`config.mk`:
```
export PLATFORM = sky130hd
export DESIGN_NAME = approx_mult_pipe
export DESIGN_NICKNAME = d
export VERILOG_FILES = /design/src/rtl/approx_mult_pipe.sv
export SDC_FILE = /design/constraint.sdc
export NUM_CORES = 1
export LEC_CHECK = 0
export ABC_AREA = 1
export CAP_MARGIN = 20
export CORE_UTILIZATION = 70
export DETAILED_ROUTE_END_ITERATION = 8
export DONT_BUFFER_PORTS = 1
export HOLD_SLACK_MARGIN = 0.1
export PLACE_DENSITY = 0.86
export SYNTH_ARGS = -nofsm -noshare
export SYNTH_HDL_FRONTEND = slang
export SYNTH_SLANG_ARGS = --single-unit
export TNS_END_PERCENT = 20
```
`constraint.sdc`:
```
create_clock -name clk -period 6.2 [get_ports clk]
set_input_delay 0.93 -clock clk [delete_from_list [all_inputs] [get_ports clk]]
set_output_delay 0.93 -clock clk [all_outputs]
set_load 0.03 [all_outputs]
```
`src/rtl/approx_mult_pipe.sv`:
```
// rtl/approx_mult_pipe.sv - 3-stage exact/approximate unsigned multiplier (APPROX_MULT_STATS_EN adds op counters)
module approx_mult_pipe #(
   parameter int W     = 8,
   parameter int TRUNC = 2
) (
   input  logic           clk,
   input  logic           rst,
   input  logic           in_valid,
   output logic           in_ready,
   input  logic           in_mode,
   input  logic [W-1:0]   in_a,
   input  logic [W-1:0]   in_b,
   output logic           out_valid,
   input  logic           out_ready,
   output logic [2*W-1:0] out_r,
   output logic           out_mode
`ifdef APPROX_MULT_STATS_EN
   ,
   input  logic           stat_clr,
   output logic [15:0]    stat_ops,
   output logic [15:0]    stat_approx
`endif
);

   localparam int H = W / 2;
   localparam logic [W-1:0] MASK = ~W'((1 << TRUNC) - 1);

   logic           v1, m1;
   logic [W-1:0]   a1, b1;
   logic           v2, m2;
   logic [W-1:0]   pll, plh, phl, phh;
   logic           stall, accept;
   logic [W-1:0]   pll_c, plh_c, phl_c, phh_c;
   logic [2*W-1:0] sum;

   // A stalled output freezes the whole pipe, so bubbles only collapse while flowing.
   assign stall    = out_valid & ~out_ready;
   assign in_ready = ~stall;
   assign accept   = in_valid & in_ready;

   always_comb begin
      pll_c = W'(a1[H-1:0]) * W'(b1[H-1:0]);
      plh_c = W'(a1[H-1:0]) * W'(b1[W-1:H]);
      phl_c = W'(a1[W-1:H]) * W'(b1[H-1:0]);
      phh_c = W'(a1[W-1:H]) * W'(b1[W-1:H]);
      if (m1) begin
         pll_c = pll_c & MASK;
         plh_c = plh_c & MASK;
         phl_c = phl_c & MASK;
      end
   end

   always_comb begin
      sum = ((2*W)'(phh) << W)
          + (((2*W)'(plh) + (2*W)'(phl)) << H)
          + (2*W)'(pll);
   end

   always_ff @(posedge clk or posedge rst) begin
      if (rst) begin
         v1        <= 1'b0;
         m1        <= 1'b0;
         a1        <= '0;
         b1        <= '0;
         v2        <= 1'b0;
         m2        <= 1'b0;
         pll       <= '0;
         plh       <= '0;
         phl       <= '0;
         phh       <= '0;
         out_valid <= 1'b0;
         out_r     <= '0;
         out_mode  <= 1'b0;
      end else if (!stall) begin
         v1        <= in_valid;
         m1        <= in_mode;
         a1        <= in_a;
         b1        <= in_b;
         v2        <= v1;
         m2        <= m1;
         pll       <= pll_c;
         plh       <= plh_c;
         phl       <= phl_c;
         phh       <= phh_c;
         out_valid <= v2;
         out_r     <= sum;
         out_mode  <= m2;
      end
   end

`ifdef APPROX_MULT_STATS_EN
   always_ff @(posedge clk or posedge rst) begin
      if (rst) begin
         stat_ops    <= '0;
         stat_approx <= '0;
      end else if (stat_clr) begin
         stat_ops    <= '0;
         stat_approx <= '0;
      end else if (accept) begin
         if (stat_ops != 16'hFFFF)
            stat_ops <= stat_ops + 16'd1;
         if (in_mode && stat_approx != 16'hFFFF)
            stat_approx <= stat_approx + 16'd1;
      end
   end
`else
   logic unused_accept;
   assign unused_accept = accept;
`endif

endmodule
```
==> results.cfg, run 1 <==
[setup_path]
cp_slowest_cell = buf_4
crit_type = flip-flop to output port
cp-start-kind = flip-flop
worst_path_most_repeated_cell = buf_4
crit_chain = inv_1 > nor2_4 > buf_4 > inv_2 > buf_4
crit_path_max_fanout = 80
crit_required_ps = 5270
end_kind = output port
worstPathArrival_ps = 2400
critPathMaxStageDelay_ps = 600

[die]
row_count = 31
die_h_um = 89.0
ios = 40
core_um2 = 7290
initial_utilization_pct = 72.6
die_area_um2 = 7920
fp.dieW_um = 89.0

[timing]
fin_skew_ps = 17.0
slew_violations = 0
setup_viol = 0
worstMarginPinSlew_ps = 878
tns_ps = 0
fmax_mhz = 301
timing.final.crit_share_pct = 53.7
fin_crit_ps = 3330
relSlewSlack_pct = 41.5
rsz0062_at_grt = no
hold_viol_final = 0

[routing]
drt_pass1_iterations = 5
avgViaCountPerCell = 5.39
drtAntennaViolNets = 0
drc_errors = 0
wl_per_cell_um = 13.5
vias = 4299
dr.first_iter.drc_count = 269
wl_um = 10800

[global_routing]
grt_usage_pct = 30.5
grt_pass1_vias = 4176
use_met1_pct = 37.4
busiest_layer = met2
grt_max_degree = 81
use_met3_pct = 5.54
antenna_found_initial = 0
grt_pass1_wl_um = 18300
met2_usage_pct = 53.8
overflow = 0

[layout]
drive_above_1_share_pct = 3.86
stdcell_area_um2 = 5560
antenna_cells = 0
syn2layout_area_growth_pct = 5.03
fin_nets = 800
seq_area_um2 = 1750
multiInputGateArea_um2 = 3010
fill_cells = 564

[synthesis]
synth_top_area_share_pct = 33.1
syn_avg_cell_area_um2 = 7.49
synthTopCellsByArea = dfrtp_1 33%, nand2_1 19%, ha_1 16%
ys.warnings.count = 0
synth-seq-cells = 70
yosysSeqAreaShare_pct = 33.1
synth_cell_types = 29
synth.net_count = 813
netlist_instances = 707
netlist_area_um2 = 5300
synth_top_area_cell = dfrtp_1

[placed_design]
portBuffers = 0
placed_area_um2 = 5340
post-dp-hpwl_um = 7900
place_congestion = 0.868

[power]
peakVddDrop_uv = 209
p_per_area_nw_per_um2 = 506
p_leak_nw = 3.42

[clock_network]
cts_buffer_depth = 2
cts_resized = 0
cts_tree = yes
cts_sinks = 70
post_cts_buffers = 0
clk_latency_ps = 360
hold_buffers = 0
cts_root_buffer = clkbuf_8
htreeDepth = 3
cts_buffers = 9
clk_pin_slew_worst_paths_ps = 100

[outcome]
status = finished, final reports clean

[run]
drv_cap = 0

[hold_path]
hold_path_class = flip-flop to flip-flop
[flip-flops by register name, indices dropped and copies added, names as in the netlist]
register   cells
v2             1
out_valid      1
plh            8
out_mode       1
m2             1
v1             1
b1             8
phh            8
a1             8
m1             1
out_r         16
phl            8
pll            8
[through the flow]
step	power [W]	hold WS, ps	setup WS (ps)	instances	util [%]
floorplan	0.00205	440	3270	707	-
global placement	0.00230	450	3020	782	73.2
detailed placement	0.00237	462	2990	782	73.2
CTS	0.00281	472	2880	798	76.3
global route	0.00309	496	2750	798	76.3
finish	0.00281	471	2870	798	76.3
[layout make-up]
class                      count  share of cell area [%]
clock inverter                 7                    1.87
sequential                    70                    31.5
clock buffer                   9                    2.23
timing repair buffer           3                   0.405
inverter                     114                    7.69
multi-input combinational    496                    54.1
tap                           99                    2.23
[power breakdown]
group | leakage [nW] | internal [W] | total, W | switching (W)
registers | 0.872 | 0.000631 | 0.000901 | 0.000271
logic | 2.43 | 0.000570 | 0.00148 | 0.000912
clock network | 0.115 | 0.000232 | 0.000429 | 0.000197
total | 3.42 | 0.00143 | 0.00281 | 0.00138
[synthesized netlist by cell type]
| master | count |
|---|---|
| nand2_1 | 271 |
| a31oi_1 | 4 |
| inv_2 | 1 |
| o211ai_1 | 1 |
| nand3b_1 | 1 |
| fa_1 | 18 |
| xnor2_1 | 8 |
| nor2_1 | 21 |
| inv_1 | 113 |
| buf_1 | 2 |
| o21ai_0 | 34 |
| a211oi_1 | 1 |
| o22ai_1 | 1 |
| nor2_4 | 1 |
| xor2_1 | 10 |
| nand3_2 | 2 |
| a21o_1 | 2 |
| nand3_1 | 25 |
| or2_2 | 3 |
| nand4_1 | 6 |
| and2_1 | 1 |
| clkbuf_1 | 20 |
| buf_2 | 5 |
| a21oi_1 | 16 |
| ha_1 | 67 |
| or2_1 | 1 |
| dfrtp_1 | 70 |
| o31ai_1 | 1 |
| or2_0 | 1 |
[metal layers]
layer | vias to the layer above | wire, um
met5 | - | 0
met4 | 0 | 239
met3 | 20 | 486
met2 | 120 | 5310
met1 | 2010 | 4750
li1 | 2149 | -
[critical path: cells and delay by family, from the launching register on]
kind / cells / cell delay (ps)
and+or+nand+nor: 1 / 80
DFF: 1 / 530
buffers and inverters: 4 / 1380
[path summary, 6_finish.rpt]
path                                 from       end  slack [ps]  cells after the start
worst min register to register     pll[3]  out_r[3]         470                      2
worst min-delay path               pll[3]  out_r[3]         470                      2
max in group asynchronous             rst     b1[2]        4910                      2
worst max register to register      b1[7]    phh[6]        3150                     12
min in group asynchronous             rst  out_r[3]         680                      2
worst max-delay path            out_valid  in_ready        2870                      5
[cell families (layout without fill, tap and decap cells)]
group	count (synthesis)	count (layout)	share of synthesized area [%]
AO/OA/AOI/OAI	60	60	6.02
XOR/XNOR	18	18	2.98
adder cells (fa/ha/maj)	85	85	22.6
buffers and inverters	141	133	10.1
flip-flops	70	70	33.1
AND/OR/NAND/NOR	333	333	25.2
[cell usage in the layout (no fill, tap or decap), types with 2 or more instances in the layout]
cell / instances
nand2_1: 271
inv_1: 112
dfrtp_1: 70
ha_1: 67
o21ai_0: 34
nand3_1: 25
nor2_1: 21
fa_1: 18
a21oi_1: 16
xor2_1: 10
clkbuf_8: 9
xnor2_1: 8
nand4_1: 6
a31oi_1: 4
or2_2: 3
inv_6: 3
buf_4: 3
inv_2: 2
nand3_2: 2
a21o_1: 2
clkinv_4: 2
bufinv_16: 2
Power figures use the tool's default switching activity.
==> inputs of run 2 (changes only) <==
--- a/config.mk
+++ b/config.mk
@@ -7,11 +7,11 @@
 export LEC_CHECK = 0
 export ABC_AREA = 1
 export CAP_MARGIN = 20
-export CORE_UTILIZATION = 70
+export CORE_UTILIZATION = 59
 export DETAILED_ROUTE_END_ITERATION = 8
 export DONT_BUFFER_PORTS = 1
 export HOLD_SLACK_MARGIN = 0.1
-export PLACE_DENSITY = 0.86
+export PLACE_DENSITY = 0.78
 export SYNTH_ARGS = -nofsm -noshare
 export SYNTH_HDL_FRONTEND = slang
 export SYNTH_SLANG_ARGS = --single-unit
==> constraint.sdc (replaced) <==
create_clock -name clk -period 3 [get_ports clk]
set_input_delay 0.45 -clock clk [delete_from_list [all_inputs] [get_ports clk]]
set_output_delay 0.45 -clock clk [all_outputs]
set_load 0.03 [all_outputs]
==> results.cfg, run 2 (synthesized netlist as in run 1, its figures left out) <==
[outcome]
status = finished, final reports clean

[layout]
fill_cells = 751
mostFrequentLayoutCells = 269 x nand2_1, 110 x inv_1, 67 x ha_1
syn2layout_area_growth_pct = 7.20
antenna_cells = 0
multiInputGateArea_um2 = 3020
largest_reg_flops = 16
fin_nets = 811
top_register = out_r
seq_area_um2 = 1760
final_common_cell = nand2_1
drive_above_1_share_pct = 7.18

[setup_path]
worst_path_most_repeated_cell = fa_1
critPathMaxStageDelay_ps = 530
worstPathArrival_ps = 3110
cp_slowest_cell = fa_1
end_kind = flip-flop
crit_required_ps = 3280
cp-start-kind = flip-flop
crit_chain = nand2_2 > fa_1 > inv_1 > fa_1 > inv_2 > fa_1 > inv_2 > nand2_1 > nand2_1 > a21oi_1 > or2_2 > a31oi_1
crit_type = flip-flop to flip-flop
crit_buf_inv = 3
crit_path_max_fanout = 8
rrSetupSlack_ps = 170
critPathTopFamily = adder cells

[routing]
wl_um = 10800
drc_errors = 0
drtAntennaViolNets = 0
drt_pass1_iterations = 4
vias = 4235
avgViaCountPerCell = 5.18
dr.first_iter.drc_count = 156
wl_per_cell_um = 13.2

[clock_network]
clk_latency_ps = 360
cts_buffer_depth = 2
cts_sinks = 70
cts_tree = yes
cts_buffers = 9
clk_pin_slew_worst_paths_ps = 80
htreeDepth = 3
cts_root_buffer = clkbuf_8

[timing]
setup_slack_ps = 167
relSlewSlack_pct = 43.8
worstMarginPinSlew_ps = 842
fmax_mhz = 353
fin_crit_ps = 2830
fin_skew_ps = 11.8
rsz0062_at_grt = no
timing.final.crit_share_pct = 94.4
slew_violations = 0
hold_viol_final = 0
tns_ps = 0
setup_viol = 0

[placed_design]
portBuffers = 0
place_congestion = 0.919
dp_slack_ps = 36.5
post-dp-hpwl_um = 8170

[die]
ios = 40
fp.dieW_um = 96.8
die_area_um2 = 9360
initial_utilization_pct = 60.7
core_um2 = 8720
row_count = 34
die_h_um = 96.8

[hold_path]
hold_path_class = primary input to flip-flop

[power]
p_per_area_nw_per_um2 = 1040
peakVddDrop_uv = 413
p_leak_nw = 3.46

[global_routing]
grt_max_degree = 80
grt_pass1_vias = 4388
antenna_found_initial = 0
grt_pass1_wl_um = 19200
overflow = 0
grt_usage_pct = 25.4

[run]
drv_cap = 0
## run 2: final timing paths
kind                       startpoint  endpoint  cells past startpoint
setup reg to reg                b1[7]    phh[6]                     12
max in group asynchronous         rst     b1[2]                      3
hold reg to reg                    m2  out_mode                      2
setup / recovery                b1[7]    phh[6]                     12
hold / removal                in_b[1]     b1[1]                      2
min in group asynchronous         rst  out_r[6]                      2
## run 2: what timing repair did
item | CTS | global route
endpoints found under the setup margin | 0 | 7
hold buffers | 1 | 0
gates resized for setup | 0 | 16
buffers inserted | 0 | 3
endpoints found under the hold margin | 19 | 0
## run 2: report_power, final
part | switching, W | total (W) | internal (W) | leakage, nW
combinational | 0.00190 | 0.00312 | 0.00122 | 2.48
clock | 0.000421 | 0.000903 | 0.000482 | 0.117
sequential | 0.000542 | 0.00185 | 0.00131 | 0.862
## run 2: stage by stage
stage               power (W)  std cells  hold slack (ps)  cell area (um^2)  utilization (%)
CTS                   0.00587        815              195              5640             64.6
floorplan             0.00424        707              440              5300                -
global placement      0.00482        798              346              5400             61.9
finish                0.00588        818              198              5680             65.1
global route          0.00652        818              191              5680             65.1
detailed placement    0.00492        798              354              5400             61.9
## run 2: worst reg2reg max path, stage by stage (launching register included)
cell	delay (ps)
dfrtp_2	460
nand2_2	90
fa_1	530
inv_1	50
fa_1	520
inv_2	50
fa_1	420
inv_2	60
nand2_1	60
nand2_1	60
a21oi_1	60
or2_2	270
a31oi_1	120
## run 2: routing by layer
metal	vias up	GRT usage, %	wire length, um
met3	28	4.05	320
met1	1953	31.6	4950
met5	-	0	0
met2	82	44.1	5210
met4	0	10.2	294
li1	2172	-	-
## run 2: layout make-up
cell class / count / area share (%)
clock buffer: 9 / 2.18
clock inverter: 7 / 1.81
inverter: 114 / 7.53
multi-input combinational: 496 / 53.2
sequential: 70 / 31.0
tap: 108 / 2.38
timing repair buffer: 14 / 1.89
